$ cat config.mk
export PLATFORM = sky130hd
export DESIGN_NAME = layer7_argmax_collector_flat
export DESIGN_NICKNAME = d
export VERILOG_FILES = /design/src/rtl/nnl_fp32_pkg.sv /design/src/rtl/layer7_argmax_collector_if.sv /design/src/rtl/fp32_gt_compare.sv /design/src/rtl/layer7_argmax_collector.sv /design/src/flat_wrapper.sv
export SDC_FILE = /design/constraint.sdc
export NUM_CORES = 1
export LEC_CHECK = 0
export ABC_AREA = 1
export CAP_MARGIN = 40
export CORE_MARGIN = 3
export CORE_UTILIZATION = 60
export CTS_CLUSTER_SIZE = 30
export DETAILED_ROUTE_END_ITERATION = 10
export HOLD_SLACK_MARGIN = 0.12
export PLACE_DENSITY = 0.84
export SYNTH_ARGS = -nofsm -noshare
export SYNTH_HDL_FRONTEND = slang
export SYNTH_HIERARCHICAL = 1
export SYNTH_SLANG_ARGS = --single-unit
$ cat constraint.sdc
create_clock -name clk -period 52.9 [get_ports clk]
set_input_delay 7.935 -clock clk [delete_from_list [all_inputs] [get_ports clk]]
set_output_delay 7.935 -clock clk [all_outputs]
set_load 0.1 [all_outputs]
$ cat src/rtl/nnl_fp32_pkg.sv
// FP32 field layout, NaN test and collector FSM states shared by the
// Layer7 argmax collector and its comparator.
package nnl_fp32_pkg;

    localparam int SIGN_BIT = 31;
    localparam int EXP_MSB  = 30;
    localparam int EXP_LSB  = 23;
    localparam int MANT_W   = 23;
    localparam logic [EXP_MSB-EXP_LSB:0] EXP_ALL1 = '1;

    typedef enum logic {
        ST_IDLE = 1'b0,
        ST_SCAN = 1'b1
    } state_t;

    function automatic logic is_nan(input logic [31:0] x);
        return (x[EXP_MSB:EXP_LSB] == EXP_ALL1) && (x[MANT_W-1:0] != '0);
    endfunction

endpackage

$ cat src/rtl/layer7_argmax_collector_if.sv
// Stream, result and histogram-read signals between Layer7 (master side)
// and the argmax collector (slave side).
interface layer7_argmax_collector_if #(
    parameter int DATA_WIDHT = 32,
    parameter int CHANNELS   = 7,
    parameter int IDX_W      = 3
);
    logic                           Valid_In;
    logic [DATA_WIDHT*CHANNELS-1:0] Data_In;
    logic                           Valid_Out;
    logic [IDX_W-1:0]               Class_Out;
    logic [DATA_WIDHT-1:0]          Max_Out;
    logic                           Busy;
    logic                           Overflow;
    logic [IDX_W-1:0]               Hist_Sel;
    logic [15:0]                    Hist_Count;

    modport master (
        output Valid_In, Data_In, Hist_Sel,
        input  Valid_Out, Class_Out, Max_Out, Busy, Overflow, Hist_Count
    );

    modport slave (
        input  Valid_In, Data_In, Hist_Sel,
        output Valid_Out, Class_Out, Max_Out, Busy, Overflow, Hist_Count
    );
endinterface

$ cat src/rtl/fp32_gt_compare.sv
// Combinational a > b for FP32 in sign-magnitude order: -0 equals +0,
// a NaN never beats a non-NaN, denormals ordered by their raw bits.
module fp32_gt_compare
    import nnl_fp32_pkg::*;
(
    input  logic [31:0] a,
    input  logic [31:0] b,
    output logic        a_gt_b
);
    logic a_nan;
    logic b_nan;
    logic a_zero;
    logic b_zero;

    assign a_nan  = is_nan(a);
    assign b_nan  = is_nan(b);
    assign a_zero = (a[EXP_MSB:0] == '0);
    assign b_zero = (b[EXP_MSB:0] == '0);

    always_comb begin
        a_gt_b = 1'b0;
        if (a_nan) begin
            a_gt_b = 1'b0;
        end else if (b_nan) begin
            a_gt_b = 1'b1;
        end else if (a_zero && b_zero) begin
            a_gt_b = 1'b0;
        end else if (a[SIGN_BIT] != b[SIGN_BIT]) begin
            a_gt_b = !a[SIGN_BIT];
        end else if (!a[SIGN_BIT]) begin
            a_gt_b = (a[EXP_MSB:0] > b[EXP_MSB:0]);
        end else begin
            // both negative: smaller magnitude is the larger value
            a_gt_b = (a[EXP_MSB:0] < b[EXP_MSB:0]);
        end
    end
endmodule

$ cat src/rtl/layer7_argmax_collector.sv
// Serial argmax over each Layer7 score vector with a one-deep pending buffer.
// Optional per-class hit histogram when CLASS_HIST_EN is defined.
module layer7_argmax_collector
    import nnl_fp32_pkg::*;
#(
    parameter int DATA_WIDHT = 32,
    parameter int CHANNELS   = 7,
    parameter int IDX_W      = 3
) (
    input  logic                      clk,
    input  logic                      rst,
    layer7_argmax_collector_if.slave  bus
);
    localparam int                 SLOTS  = 2 ** IDX_W;
    localparam logic [IDX_W-1:0]   LAST_I = IDX_W'((CHANNELS > 1) ? CHANNELS - 1 : 1);

    state_t                           state_reg;
    logic [DATA_WIDHT*CHANNELS-1:0]   vec_reg;
    logic [DATA_WIDHT*CHANNELS-1:0]   pend_vec_reg;
    logic                             pend_valid_reg;
    logic [DATA_WIDHT-1:0]            best_reg;
    logic [IDX_W-1:0]                 idx_reg;
    logic [IDX_W-1:0]                 i_reg;
    logic                             valid_out_reg;
    logic [IDX_W-1:0]                 class_reg;
    logic [DATA_WIDHT-1:0]            max_reg;
    logic                             overflow_reg;

    logic [DATA_WIDHT-1:0]            elem [SLOTS];
    logic [DATA_WIDHT-1:0]            cur_elem;
    logic                             take;
    logic [DATA_WIDHT-1:0]            best_next;
    logic [IDX_W-1:0]                 idx_next;
    logic                             done;

    // Unused index slots alias element 0 so they can never win.
    generate
        for (genvar gi = 0; gi < SLOTS; gi++) begin : g_elem
            if (gi < CHANNELS) begin : g_real
                assign elem[gi] = vec_reg[gi*DATA_WIDHT +: DATA_WIDHT];
            end else begin : g_pad
                assign elem[gi] = vec_reg[DATA_WIDHT-1:0];
            end
        end
    endgenerate

    assign cur_elem = elem[i_reg];

    fp32_gt_compare u_cmp (
        .a      (cur_elem),
        .b      (best_reg),
        .a_gt_b (take)
    );

    assign best_next = take ? cur_elem : best_reg;
    assign idx_next  = take ? i_reg : idx_reg;
    assign done      = (state_reg == ST_SCAN) && (i_reg == LAST_I);

    always_ff @(posedge clk or posedge rst) begin
        if (rst) begin
            state_reg      <= ST_IDLE;
            vec_reg        <= '0;
            pend_vec_reg   <= '0;
            pend_valid_reg <= 1'b0;
            best_reg       <= '0;
            idx_reg        <= '0;
            i_reg          <= '0;
            valid_out_reg  <= 1'b0;
            class_reg      <= '0;
            max_reg        <= '0;
            overflow_reg   <= 1'b0;
        end else begin
            valid_out_reg <= 1'b0;
            case (state_reg)
                ST_IDLE: begin
                    if (bus.Valid_In) begin
                        vec_reg   <= bus.Data_In;
                        best_reg  <= bus.Data_In[DATA_WIDHT-1:0];
                        idx_reg   <= '0;
                        i_reg     <= IDX_W'(1);
                        state_reg <= ST_SCAN;
                    end
                end
                ST_SCAN: begin
                    if (done) begin
                        class_reg     <= idx_next;
                        max_reg       <= best_next;
                        valid_out_reg <= 1'b1;
                        idx_reg       <= '0;
                        i_reg         <= IDX_W'(1);
                        // Chain straight into the next vector with no idle cycle.
                        if (pend_valid_reg) begin
                            vec_reg        <= pend_vec_reg;
                            best_reg       <= pend_vec_reg[DATA_WIDHT-1:0];
                            pend_valid_reg <= bus.Valid_In;
                            if (bus.Valid_In) begin
                                pend_vec_reg <= bus.Data_In;
                            end
                        end else if (bus.Valid_In) begin
                            vec_reg  <= bus.Data_In;
                            best_reg <= bus.Data_In[DATA_WIDHT-1:0];
                        end else begin
                            state_reg <= ST_IDLE;
                        end
                    end else begin
                        best_reg <= best_next;
                        idx_reg  <= idx_next;
                        i_reg    <= i_reg + 1'b1;
                        if (bus.Valid_In) begin
                            if (!pend_valid_reg) begin
                                pend_vec_reg   <= bus.Data_In;
                                pend_valid_reg <= 1'b1;
                            end else begin
                                overflow_reg <= 1'b1;
                            end
                        end
                    end
                end
                default: state_reg <= ST_IDLE;
            endcase
        end
    end

    assign bus.Valid_Out = valid_out_reg;
    assign bus.Class_Out = class_reg;
    assign bus.Max_Out   = max_reg;
    assign bus.Overflow  = overflow_reg;
    assign bus.Busy      = (state_reg == ST_SCAN) || pend_valid_reg;

`ifdef CLASS_HIST_EN
    logic [15:0] hist_cnt [SLOTS];

    generate
        for (genvar gi = 0; gi < SLOTS; gi++) begin : g_hist
            if (gi < CHANNELS) begin : g_cnt
                logic [15:0] cnt_reg;
                always_ff @(posedge clk or posedge rst) begin
                    if (rst) begin
                        cnt_reg <= '0;
                    end else if (done && (idx_next == IDX_W'(gi)) && (cnt_reg != 16'hFFFF)) begin
                        cnt_reg <= cnt_reg + 16'd1;
                    end
                end
                assign hist_cnt[gi] = cnt_reg;
            end else begin : g_none
                assign hist_cnt[gi] = '0;
            end
        end
    endgenerate

    assign bus.Hist_Count = hist_cnt[bus.Hist_Sel];
`else
    logic unused_hist_sel;
    assign unused_hist_sel = ^bus.Hist_Sel;
    assign bus.Hist_Count  = '0;
`endif

endmodule

$ cat src/flat_wrapper.sv
// flat-port wrapper written by rule: the top's interface ports become plain ports
module layer7_argmax_collector_flat import nnl_fp32_pkg::*;
#(
    parameter int DATA_WIDHT = 32,
    parameter int CHANNELS   = 7,
    parameter int IDX_W      = 3
)
  (clk, rst, bus_Valid_In, bus_Data_In, bus_Hist_Sel, bus_Valid_Out, bus_Class_Out, bus_Max_Out, bus_Busy, bus_Overflow, bus_Hist_Count);
  layer7_argmax_collector_if #(.DATA_WIDHT(DATA_WIDHT), .CHANNELS(CHANNELS), .IDX_W(IDX_W)) bus_i ();
  input  logic clk;
  input  logic rst;
  input wire logic [$bits(bus_i.Valid_In)-1:0] bus_Valid_In;
  input wire logic [$bits(bus_i.Data_In)-1:0] bus_Data_In;
  input wire logic [$bits(bus_i.Hist_Sel)-1:0] bus_Hist_Sel;
  output wire logic [$bits(bus_i.Valid_Out)-1:0] bus_Valid_Out;
  output wire logic [$bits(bus_i.Class_Out)-1:0] bus_Class_Out;
  output wire logic [$bits(bus_i.Max_Out)-1:0] bus_Max_Out;
  output wire logic [$bits(bus_i.Busy)-1:0] bus_Busy;
  output wire logic [$bits(bus_i.Overflow)-1:0] bus_Overflow;
  output wire logic [$bits(bus_i.Hist_Count)-1:0] bus_Hist_Count;
  assign bus_i.Valid_In = bus_Valid_In;
  assign bus_i.Data_In = bus_Data_In;
  assign bus_i.Hist_Sel = bus_Hist_Sel;
  assign bus_Valid_Out = bus_i.Valid_Out;
  assign bus_Class_Out = bus_i.Class_Out;
  assign bus_Max_Out = bus_i.Max_Out;
  assign bus_Busy = bus_i.Busy;
  assign bus_Overflow = bus_i.Overflow;
  assign bus_Hist_Count = bus_i.Hist_Count;
  layer7_argmax_collector #(.DATA_WIDHT(DATA_WIDHT), .CHANNELS(CHANNELS), .IDX_W(IDX_W)) u_core (.clk(clk), .rst(rst), .bus(bus_i));
endmodule
; ---- After elaboration in Yosys (flattened, before gate mapping)
; Index checks and enable logic that the tools add are counted.
[word_totals]
latch_bits = 0
inputBits = 230
n_memories = 0
rom_bits = 0
ramBits = 0
wordCells = 80
reg_bits = 525
output_inout_bits = 54
[classes]
n_addsub = 1
div_mod_pow = 0
n_reduce_logical = 15
magnitude_cmp = 3
mul = 0
n_shift = 0
eq_ne = 9
muxes = 38
bitwise = 3
[op_table]
columns = operator, count
row1 = 224-bit 2-to-1 mux, 8
row2 = 224-bit case mux with 2 select lines, 1
row3 = 32-bit 2-to-1 mux, 6
row4 = 32-bit binary-select mux with 3-bit select, 1
row5 = 32-bit case mux with 2 select lines, 1
row6 = 31-bit logical NOT, 2
row7 = 23-bit nonzero test, 2
row8 = 31-bit greater-than comparator, 1
row9 = 31-bit < comparator, 1
row10 = 8-bit == test (second input constant), 2
row11 = 3-bit 2-to-1 mux, 5
row12 = 1-bit 2-to-1 mux, 13
row13 = 3-bit case mux with 2 select lines, 2
row14 = 2-bit != test (second input constant), 4
row15 = 5-bit AND reduction, 1
row16 = 4-bit >= comparator (second input constant), 1
row17 = 1-bit logical AND, 4
row18 = 3-bit NOT with 4-bit output, 1
row19 = 2-bit AND reduction, 2
row20 = 4-bit AND reduction, 1
row21 = 3-bit by 1-bit adder with 3-bit output (second input constant), 1
row22 = 3-bit == test (second input constant), 1
row23 = 2-bit by 1-bit != test with 1-bit output (second input constant), 1
row24 = 1-bit NOT, 2
row25 = other kinds (5), 5

; ---- Longest topological paths before layout
[depth]
word_depth = 13
mapped_depth = 30
mapped_depth_nobuf = 25

; ---- Cells and area by module
; Netlist, hierarchy kept.
[modules_own_cells]
columns = module, area_each_um2, cells_per_inst, n_inst, seq_area_each_um2
row1 = layer7_argmax_collector, 24706.2, 2833, 1, 13137.6
row2 = fp32_gt_compare, 1177.4, 212, 1, 0.0

; ---- Worst setup path after synthesis
; Ideal clock, no wire load.
[synth_path]
path_type = register -> output
start = register u_core.state_reg
end = output port bus_Busy
required_time_ns = 44.965
setup_slack_ns = 43.798
arrival_ns = 1.167
n_path_buf = 1
path_stages_with_launch = 4
path_cell_list = dfrtp_1 buf_6 inv_1 nand2_1
[synth_between]
elab_chain_len = 1
[synth_lines]
columns = item, line
row1 = from (decl), layer7_argmax_collector.sv:17  ; state_t state_reg;
row2 = from (signal assigned), layer7_argmax_collector.sv:61  ; state_reg <= ST_IDLE;
row3 = from (signal assigned), layer7_argmax_collector.sv:81  ; state_reg <= ST_SCAN;
row4 = from (signal assigned), layer7_argmax_collector.sv:103  ; state_reg <= ST_IDLE;
row5 = 1-bit logical OR, layer7_argmax_collector.sv:128  ; assign bus.Busy = (state_reg == ST_SCAN) || pend_valid_reg;
row6 = to (decl), flat_wrapper.sv:18  ; output wire logic [$bits(bus_i.Busy)-1:0] bus_Busy;
; Every way passes these cells.

; ---- Final worst setup path
; Ends and elaborated chain as after synthesis.

==> summary.md <==
| Metric | Value |
|---|---|
| Outcome | finished clean |
| Max-Cap Viols | 0 |
| Crit-path max cell delay | roughly 0.73 ns |
| Routed wire per std cell | about 23 um |
| Largest net degree at the start of global routing | around 170 |
| Syn_area_per_cell | around 8.5 um^2 |
| Placer Congestion | 0.993 |
| Sum Neg Setup Slack | 0 ns |
| Combinational power share | 0.514 |
| Share of the synthesized area in the top cell type | 0.508 |
| PostCTS Resize Cnt | 0 |
| Syn Std Cell Area | 25900 um^2 |
| Switching Fraction | 0.460 |
| Fin nets | 3486 |
| Min cycle time layout | between 10 and 15 ns |
| Area of the multi-input gates | 10500 um^2 |
| Synth top area cells | dfrtp_1, nand2_1, nand3_1 |
| Clk root buf | clkbuf_16 |
| Min-Delay Path Class | flop to flop |
| Cell Rows | 75 |
| Critical path startpoint | u_core/state_reg$_DFF_PP0_ |
| Clk slew on worst S/H paths | 0.06 ns |
| Clock network power share | 0.168 |
| WHS | 0.478 ns |
| Synth Flop Type | dfrtp_1 |
| PD cells | 76.3 nW/um^2 |
| Post-Route WL | 89.5 mm |
| FFs w/ async S/R, synth | 1.00 |
| Largest family of logic cells by synthesized area | simple AND/OR/NAND/NOR gates |
| Final setup fails | 0 |
| First-pass GRT wire length | 137 mm |
| Total Power | 2380 uW |
| Global Route Usage Sum | 0.392 |
| Slew at the pin with the worst max-slew slack | between 0.9 and 1 ns |
| Layout cell share with drive strength beyond 1 | 0.114 |
| Critical Path AT | between 2 and 3 ns |
| Die Ht | 214 um |
| Setup Fix Bufs, Post-CTS | 0 |
| H-tree depth | 2 |
| Sequential power share | 0.318 |
| Worst-path cell chain | buf_16 -> inv_1 -> nand2_1 -> clkdlybuf4s50_1 -> buf_8 |
| Gr ovfl total | 0 |
| Max_slew headroom | 0.386 |
| Starting Density | 0.612 |
| Synth top cells by count | nand2_1, dfrtp_1, nand3_1 |
| Longest Clk Path Bufs | 3 |
| Reg-to-reg startpoint | u_core/i_reg[0]$_DFFE_PP0P_ |
| Max IR drop VDD | 46.3 uV |
| Final period util | 0.199 |
| Unrepaired setup endpoints after global routing | false |
| Post-CTS Hold Buffers | 0 |
| Final hold viol count | 0 |
| Fill cell count | 2995 |
| Post-synthesis xor/xnor area fraction | 0.000338 |
| Pint | 1280 uW |
| CTS tree | yes |
| DRC | 0 |
| Synth Area in Adders | 0.0160 |
| P_sw | 1100 uW |
| FMAX | 94.9 MHz |
| DRT Pass-1 Iters | 6 |
| Vias | 24300 |
| Count leader, synth | nand2_1 |
| Vias in the first global route | between 20000 and 25000 |
| Die Wd | between 200 and 250 um |
| Cells after Synth | 3045 |
| Full die area | between 40000 and 50000 um^2 |
| Synth cell types | 41 |
| Yosys warns | 6 |
| Port Buf Inserts | 264 |
| Post-DRT Antenna Nets | 0 |
| WP data required | 44.97 ns |
| Seq. cell area | 13100 um^2 |
| LEAKAGE | 0.0148 uW |
| Clock Sinks | 525 |
| I/O pin count | between 200 and 300 |
| Max FO, Critical Path | 20 |
| HPWL after detailed placement | 59.9 mm |
| Initial antenna violation count | 0 |
| Crit Path Class | flop to primary output |
| Post-Synth Simple-Gate Area | 0.234 |
| Post-layout util | 0.737 |
| Post-synthesis mux area share | 0 |
| Synth Register Bits | 525 |
| Initial drt markers | 3540 |
| Dominant cell type by area after synthesis | dfrtp_1 |
| Worst Setup Start Kind | flop |
| CP endpoint kind | primary output |
| Fraction of the mapped netlist area in compound gates | 0.153 |
| Seq/Total Area, Yosys | 0.508 |
| Layout area overhead | 20.5% |
| Diodes inserted | 0 |
| Worst-Skew Late Latency | 0.62 ns |
| CTS buffer count | 53 |
| Setup Skew | 0.0219 ns |
| Worst Hold Launch | u_core/bus.Max_Out[4]$_DFFE_PP0P_ |
| CP max stage cell | dfrtp_2 |
| Floorplan core area | approximately 42000 um^2 |
| Via-to-Cell Ratio | approximately 6.3 |
| EDFF count, synth | 0 |
| Final max-slew violation count | 0 |
worst paths after layout:
check	end	slack, ns	cells past startpoint
worst min register to register	u_core/bus.Max_Out[4]$_DFFE_PP0P_	0.48	2
worst max-delay path	bus_Busy	42.36	5
min in group asynchronous	u_core/vec_reg[74]$_DFFE_PP0P_	7.65	2
worst max register to register	u_core/bus.Class_Out[0]$_DFFE_PP0P_	46.44	24
worst min-delay path	u_core/bus.Max_Out[4]$_DFFE_PP0P_	0.48	2
max in group asynchronous	u_core/vec_reg[167]$_DFFE_PP0P_	42.96	7
cell families (layout without fill, tap and decap cells):
kind of cell             count (synthesis)  in the layout
XOR/XNOR                                 1              1
AO/OA/AOI/OAI                          542            542
other                                    1             16
AND/OR/NAND/NOR                       1411           1411
flip-flops                             525            525
buffers and inverters                  532            734
adder cells (fa/ha/maj)                 33             33
layout by cell type (no fill, tap or decap), drive strengths merged, types with 20 or more instances in the layout:
master and count:
clkdlybuf4s50 263, ha 33, o221a 140, clkbuf 69, or2 33, a21oi 39
dfrtp 525, nor2 106, buf 84, o211ai 33, nand3 437, nand2 790
nor3 31, a211oi 20, a31oi 61, inv 293, o21ai 209, o22ai 33
layout make-up:
type                    count  share of cell area
flip-flops and latches    525               0.421
well taps                 577              0.0231
clock buffers              69              0.0480
clock inverters            25              0.0111
inverters                 293              0.0358
multi-input cells        2003               0.337
repair buffers            347               0.123
critical path: cells and delay by family (launching register included):
kind	cells	cell delay (ns)
simple gates	1	0.15
buf+inv	4	1.08
flops	1	0.73
metrics by stage:
step                area (um^2)  setup slack, ns  cells
floorplan                 25900            30.30   3060
global placement          28400            41.75   3691
detailed placement        29400            42.29   3745
CTS                       31200            42.38   3839
global route              31200            42.34   3839
finish                    31200            42.36   3839
layer usage:
metal / up-vias / part of all wire / global-route usage
met1: 11900 / 0.38 / 0.534
met2: 1592 / 0.45 / 0.595
li1: 10600 / - / -
met5: - / 0 / 0
met3: 270 / 0.11 / 0.0825
met4: 0 / 0.063 / 0.215
power by group through the flow:
stage	clock (uW)	sequential, uW	combinational [uW]
after global routing	418	772	1330
final	400	756	1220
after global placement	0	738	1100
after floorplan	0	797	750
after CTS	401	748	1200
after detailed placement	0	749	1190
No activity file was read; power rests on OpenSTA's default activity.
